`config.mk`:
```
export PLATFORM = sky130hd
export DESIGN_NAME = led_scan_ctrl
export DESIGN_NICKNAME = d
export VERILOG_FILES = /design/src/rtl/led_scan_pkg.sv /design/src/rtl/led_scan_buf.sv /design/src/rtl/led_scan_ctrl.sv
export SDC_FILE = /design/constraint.sdc
export NUM_CORES = 1
export LEC_CHECK = 0
export BUFFER_PORTS_ARGS = -buffer_cell sky130_fd_sc_hd__buf_4
export CORE_MARGIN = 4
export CORE_UTILIZATION = 35
export CTS_CLUSTER_SIZE = 12
export DETAILED_ROUTE_END_ITERATION = 8
export PLACE_DENSITY_LB_ADDON = 0.2
export SLEW_MARGIN = 20
export SYNTH_ARGS = -nofsm -noshare
export SYNTH_HDL_FRONTEND = slang
export SYNTH_SLANG_ARGS = --single-unit
```
`constraint.sdc`:
```
create_clock -name XTAL_IN -period 3.1 [get_ports XTAL_IN]
set_input_delay 0.31 -clock XTAL_IN [delete_from_list [all_inputs] [get_ports XTAL_IN]]
set_output_delay 0.31 -clock XTAL_IN [all_outputs]
set_load 0.1 [all_outputs]
```
`src/rtl/led_scan_pkg.sv`:
```
// Shared state encoding, geometry and row decode for the LED scan scheduler.
package led_scan_pkg;

    typedef enum logic [1:0] {
        ST_IDLE  = 2'd0,
        ST_BLANK = 2'd1,
        ST_DRIVE = 2'd2
    } scan_state_t;

    localparam int         ROWS     = 9;
    localparam int         COL_W    = 8;
    localparam logic [3:0] LAST_ROW = 4'(ROWS - 1);

    // Row 0 lands on the MSB so {SEG7_CA, MATRIX_ROW} wires straight through.
    function automatic logic [ROWS-1:0] row_onehot(input logic [3:0] row);
        logic [ROWS-1:0] oh;
        oh = '0;
        if (row <= LAST_ROW)
            oh[LAST_ROW - row] = 1'b1;
        return oh;
    endfunction

endpackage

```
`src/rtl/led_scan_buf.sv`:
```
// Double-buffered 2x9x8 frame store: writes go to the back half, reads come from the front half.
module led_scan_buf
    import led_scan_pkg::*;
(
    input  logic             clk,
    input  logic             rst,
    input  logic             wr_en,
    input  logic [3:0]       wr_row,
    input  logic [COL_W-1:0] wr_data,
    input  logic             swap,
    input  logic [3:0]       rd_row,
    output logic [COL_W-1:0] rd_data
);

    logic [COL_W-1:0] mem [2][ROWS];
    logic             front_sel;

    always_ff @(posedge clk) begin
        if (rst) begin
            front_sel <= 1'b0;
            for (int b = 0; b < 2; b++)
                for (int r = 0; r < ROWS; r++)
                    mem[b][r] <= '0;
        end else begin
            // A write on the swap edge still targets the old back half, so it shows in the new frame.
            if (wr_en && (wr_row <= LAST_ROW))
                mem[~front_sel][wr_row] <= wr_data;
            if (swap)
                front_sel <= ~front_sel;
        end
    end

    assign rd_data = (rd_row <= LAST_ROW) ? mem[front_sel][rd_row] : '0;

endmodule

```
`src/rtl/led_scan_ctrl.sv`:
```
// Row scan scheduler: one-hot row drive with dwell/blank timing and frame-aligned buffer swaps.
module led_scan_ctrl
    import led_scan_pkg::*;
#(
    parameter int DWELL = 16384,
    parameter int BLANK = 64
) (
    input  logic             XTAL_IN,
    input  logic             RST,
    input  logic             ENABLE,
    input  logic             WR_EN,
    input  logic [3:0]       WR_ROW,
    input  logic [COL_W-1:0] WR_DATA,
    input  logic             SWAP_REQ,
    output logic             SWAP_PEND,
    output logic             SWAP_ACK,
    output logic [ROWS-1:0]  ROW_SEL,
    output logic [COL_W-1:0] COL,
    output logic             FRAME_START
);

    localparam int PH_MAX = (DWELL > BLANK) ? DWELL : BLANK;
    localparam int PH_W   = $clog2(PH_MAX + 1);
    localparam bit HAS_BLANK = (BLANK > 0);
    localparam logic [PH_W-1:0] DWELL_LAST = PH_W'(DWELL - 1);
    localparam logic [PH_W-1:0] BLANK_LAST = PH_W'((BLANK > 0) ? BLANK - 1 : 0);

    scan_state_t      state_q, state_d;
    logic [3:0]       row_q, row_d;
    logic [PH_W-1:0]  cnt_q, cnt_d;
    logic             pend_q;
    logic             swap_apply;
    logic [COL_W-1:0] front_data;

    always_ff @(posedge XTAL_IN) begin
        if (RST) begin
            state_q <= ST_IDLE;
            row_q   <= '0;
            cnt_q   <= '0;
            pend_q  <= 1'b0;
        end else begin
            state_q <= state_d;
            row_q   <= row_d;
            cnt_q   <= cnt_d;
            // A request arriving on the apply edge is kept for the following frame.
            pend_q  <= swap_apply ? SWAP_REQ : (pend_q | SWAP_REQ);
        end
    end

    always_comb begin
        state_d = state_q;
        row_d   = row_q;
        cnt_d   = cnt_q;
        if (!ENABLE) begin
            state_d = ST_IDLE;
            row_d   = '0;
            cnt_d   = '0;
        end else begin
            case (state_q)
                ST_IDLE: begin
                    row_d   = '0;
                    cnt_d   = '0;
                    state_d = HAS_BLANK ? ST_BLANK : ST_DRIVE;
                end
                ST_BLANK: begin
                    if (cnt_q == BLANK_LAST) begin
                        cnt_d   = '0;
                        state_d = ST_DRIVE;
                    end else begin
                        cnt_d = cnt_q + PH_W'(1);
                    end
                end
                ST_DRIVE: begin
                    if (cnt_q == DWELL_LAST) begin
                        cnt_d   = '0;
                        row_d   = (row_q >= LAST_ROW) ? 4'd0 : row_q + 4'd1;
                        state_d = HAS_BLANK ? ST_BLANK : ST_DRIVE;
                    end else begin
                        cnt_d = cnt_q + PH_W'(1);
                    end
                end
                default: begin
                    state_d = ST_IDLE;
                    row_d   = '0;
                    cnt_d   = '0;
                end
            endcase
        end
    end

    // Swap only at the frame boundary (end of row 8 drive) or whenever the scan is idle.
    assign swap_apply = pend_q &&
                        ((state_q == ST_IDLE) ||
                         ((state_q == ST_DRIVE) && (row_q == LAST_ROW) && (cnt_q == DWELL_LAST)));

    led_scan_buf u_buf (
        .clk     (XTAL_IN),
        .rst     (RST),
        .wr_en   (WR_EN),
        .wr_row  (WR_ROW),
        .wr_data (WR_DATA),
        .swap    (swap_apply),
        .rd_row  (row_q),
        .rd_data (front_data)
    );

    // Every output decodes flops only; no input reaches an output combinationally.
    assign SWAP_PEND   = pend_q;
    assign SWAP_ACK    = swap_apply;
    assign ROW_SEL     = (state_q == ST_DRIVE) ? row_onehot(row_q) : '0;
    assign COL         = (state_q == ST_DRIVE) ? front_data : '0;
    assign FRAME_START = (state_q == ST_DRIVE) && (row_q == 4'd0) && (cnt_q == '0);

endmodule

```
==> flow_summary.ini <==
[placement]
gp_routability_congestion = 0.7970
dpl.hpwl_microns = 13800
port-buffer-count = 36
place_ws_ps = 518.3

[drt]
wirelength_microns = 20910
wl_met1_microns = 8882
vias = 5029
drt-pass1-iter-count = 5
detail_route.wl_per_cell_microns = 22.55
drc_errors = 0
via_per_inst = 5.425
wl_met3_microns = 1278
route.met2.wl_microns = 10270
drt_iter0_markers = 420
ant_nets = 0
topRoutingLayerUsed = met4

[power_and_ir_drop]
power.leakage_nw = 3.328
clkPwrFrac_pct = 41.1
p_int_w = 0.003789
switching_share_pct = 24.94
ir_worst_vdd_uv = 303.4
p_sw_w = 0.001259
total_power_w = 0.005048
p_comb_share_pct = 7.4
seqPwrFrac_pct = 51.5
power_density_nw_per_um2 = 543.8

[timing]
worstMarginPinSlew_ps = 982.5
fmax_mhz = 347.9
setup_viol = 0
skew_ps = 11.58
min_period_over_period_pct = 92.72
grt_setup_unrepaired = no
slew_headroom_pct = 34.26
fin_crit_ps = 2874
slew_viol_final = 0
final_hold_viol_count = 0
fin_ws_ps = 225.7

[worst_setup_path]
worst-path-max-fanout = 14
r2r-start = cnt_q[0]
arrival_ps = 2560
path_class = flip-flop to output port
cp_top_family = buffers and inverters
reg2reg_to = state_q[0]
required_ps = 2790
max_stage_delay_ps = 520
r2r_cells = 5
reg2reg_slack_ps = 710
startpoint_type = flip-flop
slowest_stage = mux4_2
path_buf_inv = 3
cpMostUsedCell = buf_4
worstSetupEndpointType = output port
crit_chain = buf_12 > buf_4 > mux4_2 > a221oi_1 > a31oi_2 > buf_4

[grt]
grt_pass1_wl_microns = 31680
antenna_found_initial = 0
grt_usage_pct = 17.41
overflow = 0
grt_pass1_vias = 5251
grt_max_degree = 39

[synth]
syn_avg_cell_area_sq_um = 13.68
synth-seq-cells = 168
synth_edf_count = 144
ys.flop_type = edfxtp_1
ys_types = 56
mappedNetlistNets = 609
syn_inst = 580
netlist_area_sq_um = 7934
synth.yosys.seq_area_share_pct = 60.56
synthArstFlopShare_pct = 0
yosysWarnings = 0

[finish]
syn_to_final_growth_pct = 17.02
drive_gt1_share_pct = 25.19
antenna_cells = 0
nets = 663

[clock_network]
cts_inserted_buffers = 17
clkTransAtPathRegs_ps = 80
cts.sinks = 168
clkLatencyLatePin_ps = 430
cts_buffer_depth = 2
post_cts_buffers = 0
cts_tree = done
cts_hold_buf = 0
htreeDepth = 4
post_cts_resized = 0
clockRootBuffer = clkbuf_16

[floorplanning]
core_sq_um = 22090
die_w_microns = 158.6
io_pins = 37
die_y_microns = 158.6
num_rows = 54
die_area_sq_um = 25140
start_util_pct = 35.91

[hold_path]
hold_path_startpoint = SWAP_REQ
worstHoldEndpoint = SWAP_PEND
hp-class = primary input to flip-flop
hold-path-cell-count = 2

[flow_run]
cap_violations = 0

[outcome]
outcome = complete, no violations
## final cells by class
class | instances | area (sq um)
Multi-Input combinational cell | 368 | 2965
Clock inverter | 15 | 157.7
Clock buffer | 17 | 425.4
Tap cell | 280 | 350.3
Inverter | 11 | 41.29
Sequential cell | 168 | 4808
Fill cell | 2036 | 12810
Timing Repair Buffer | 68 | 535.5
## layout by cell type, fill, tap and decap left out, drive strengths merged, types with 18 or more instances in the layout
| master | synthesis | layout |
|---|---|---|
| buf | 10 | 68 |
| dfxtp | 24 | 24 |
| a21oi | 18 | 18 |
| edfxtp | 144 | 144 |
| inv | 11 | 18 |
| mux4 | 31 | 31 |
| and2 | 92 | 92 |
| nor3 | 20 | 20 |
| nor2 | 22 | 22 |
## cells by family (layout without fill, tap and decap cells)
group | after synthesis | count (layout) | synth area share, %
mux | 48 | 48 | 11.17
simple gates | 233 | 233 | 17.43
compound gates | 62 | 62 | 5.236
fa+ha+maj | 12 | 12 | 1.892
buf+inv | 44 | 111 | 2.287
flops | 168 | 168 | 60.56
xor+xnor | 13 | 13 | 1.435
## routing by layer
metal | track usage [%] | vias to the layer above
met5 | 0 | -
met4 | 6.133 | 0
met3 | 4.648 | 31
met2 | 28.50 | 167
met1 | 22.41 | 2528
li1 | - | 2303
## cells in the mapped netlist, drive strengths merged, types with 3 or more instances
cell type,n,share of area (%)
or3,5,0.39
edfxtp,144,55
a22oi,14,1.5
and2,92,7.3
clkbuf,23,1.1
dfxtp,24,6.1
nand2,17,0.80
mux4,31,8.8
mux2i,3,0.38
nor2b,9,0.71
and3b,4,0.44
nor2,22,1.0
nor4,8,0.63
inv,11,0.52
nand3b,6,0.57
mux2,14,2.0
nand2b,9,0.71
nand4,7,0.63
nand3,13,0.82
o21ai,12,0.76
a31oi,3,0.24
buf,10,0.68
or2,6,0.47
nor3,20,1.3
xor2,5,0.55
xnor2,8,0.88
ha,12,1.9
a21oi,18,1.1
or4,7,0.77
## power by group through the flow
stage | Combinational (W) | Clock (W) | Sequential (W)
finish | 0.000374 | 0.00207 | 0.00260
global route | 0.000403 | 0.00221 | 0.00261
CTS | 0.000380 | 0.00211 | 0.00260
detailed placement | 0.000378 | 0 | 0.00265
global placement | 0.000376 | 0 | 0.00265
floorplan | 0.000232 | 0 | 0.00264
## flip-flops by register name, indices dropped and copies added, names as in the netlist, named ones only
register	cells
SWAP_PEND	1
state_q	2
u_buf.front_sel	1
cnt_q	15
row_q	4
u_buf.mem	144
## worst max-delay path by stage
stage	from	endpoint	slack, ps	cells past startpoint
2_1_floorplan	cnt_q[12]	FRAME_START	-430	3
3_3_place_gp	flip-flop	COL[6]	560	6
3_5_place_dp	flip-flop	COL[6]	520	6
4_1_cts	flip-flop	COL[6]	60	6
5_1_grt	state_q[0]	COL[7]	110	8
6_report	flip-flop	COL[6]	230	6
## metrics by stage
stage	setup TNS (ps)	utilization, %	hold WS [ps]	std cells	area (sq um)
after floorplan	-428.4	-	449.1	580	7951
after global placement	0	39.37	490.5	895	8698
after detailed placement	0	39.37	498.7	895	8698
after CTS	0	42.01	93.02	927	9281
after global routing	0	42.02	110.7	927	9284
final	0	42.02	109.7	927	9284
(Power assumes the default switching activity.)
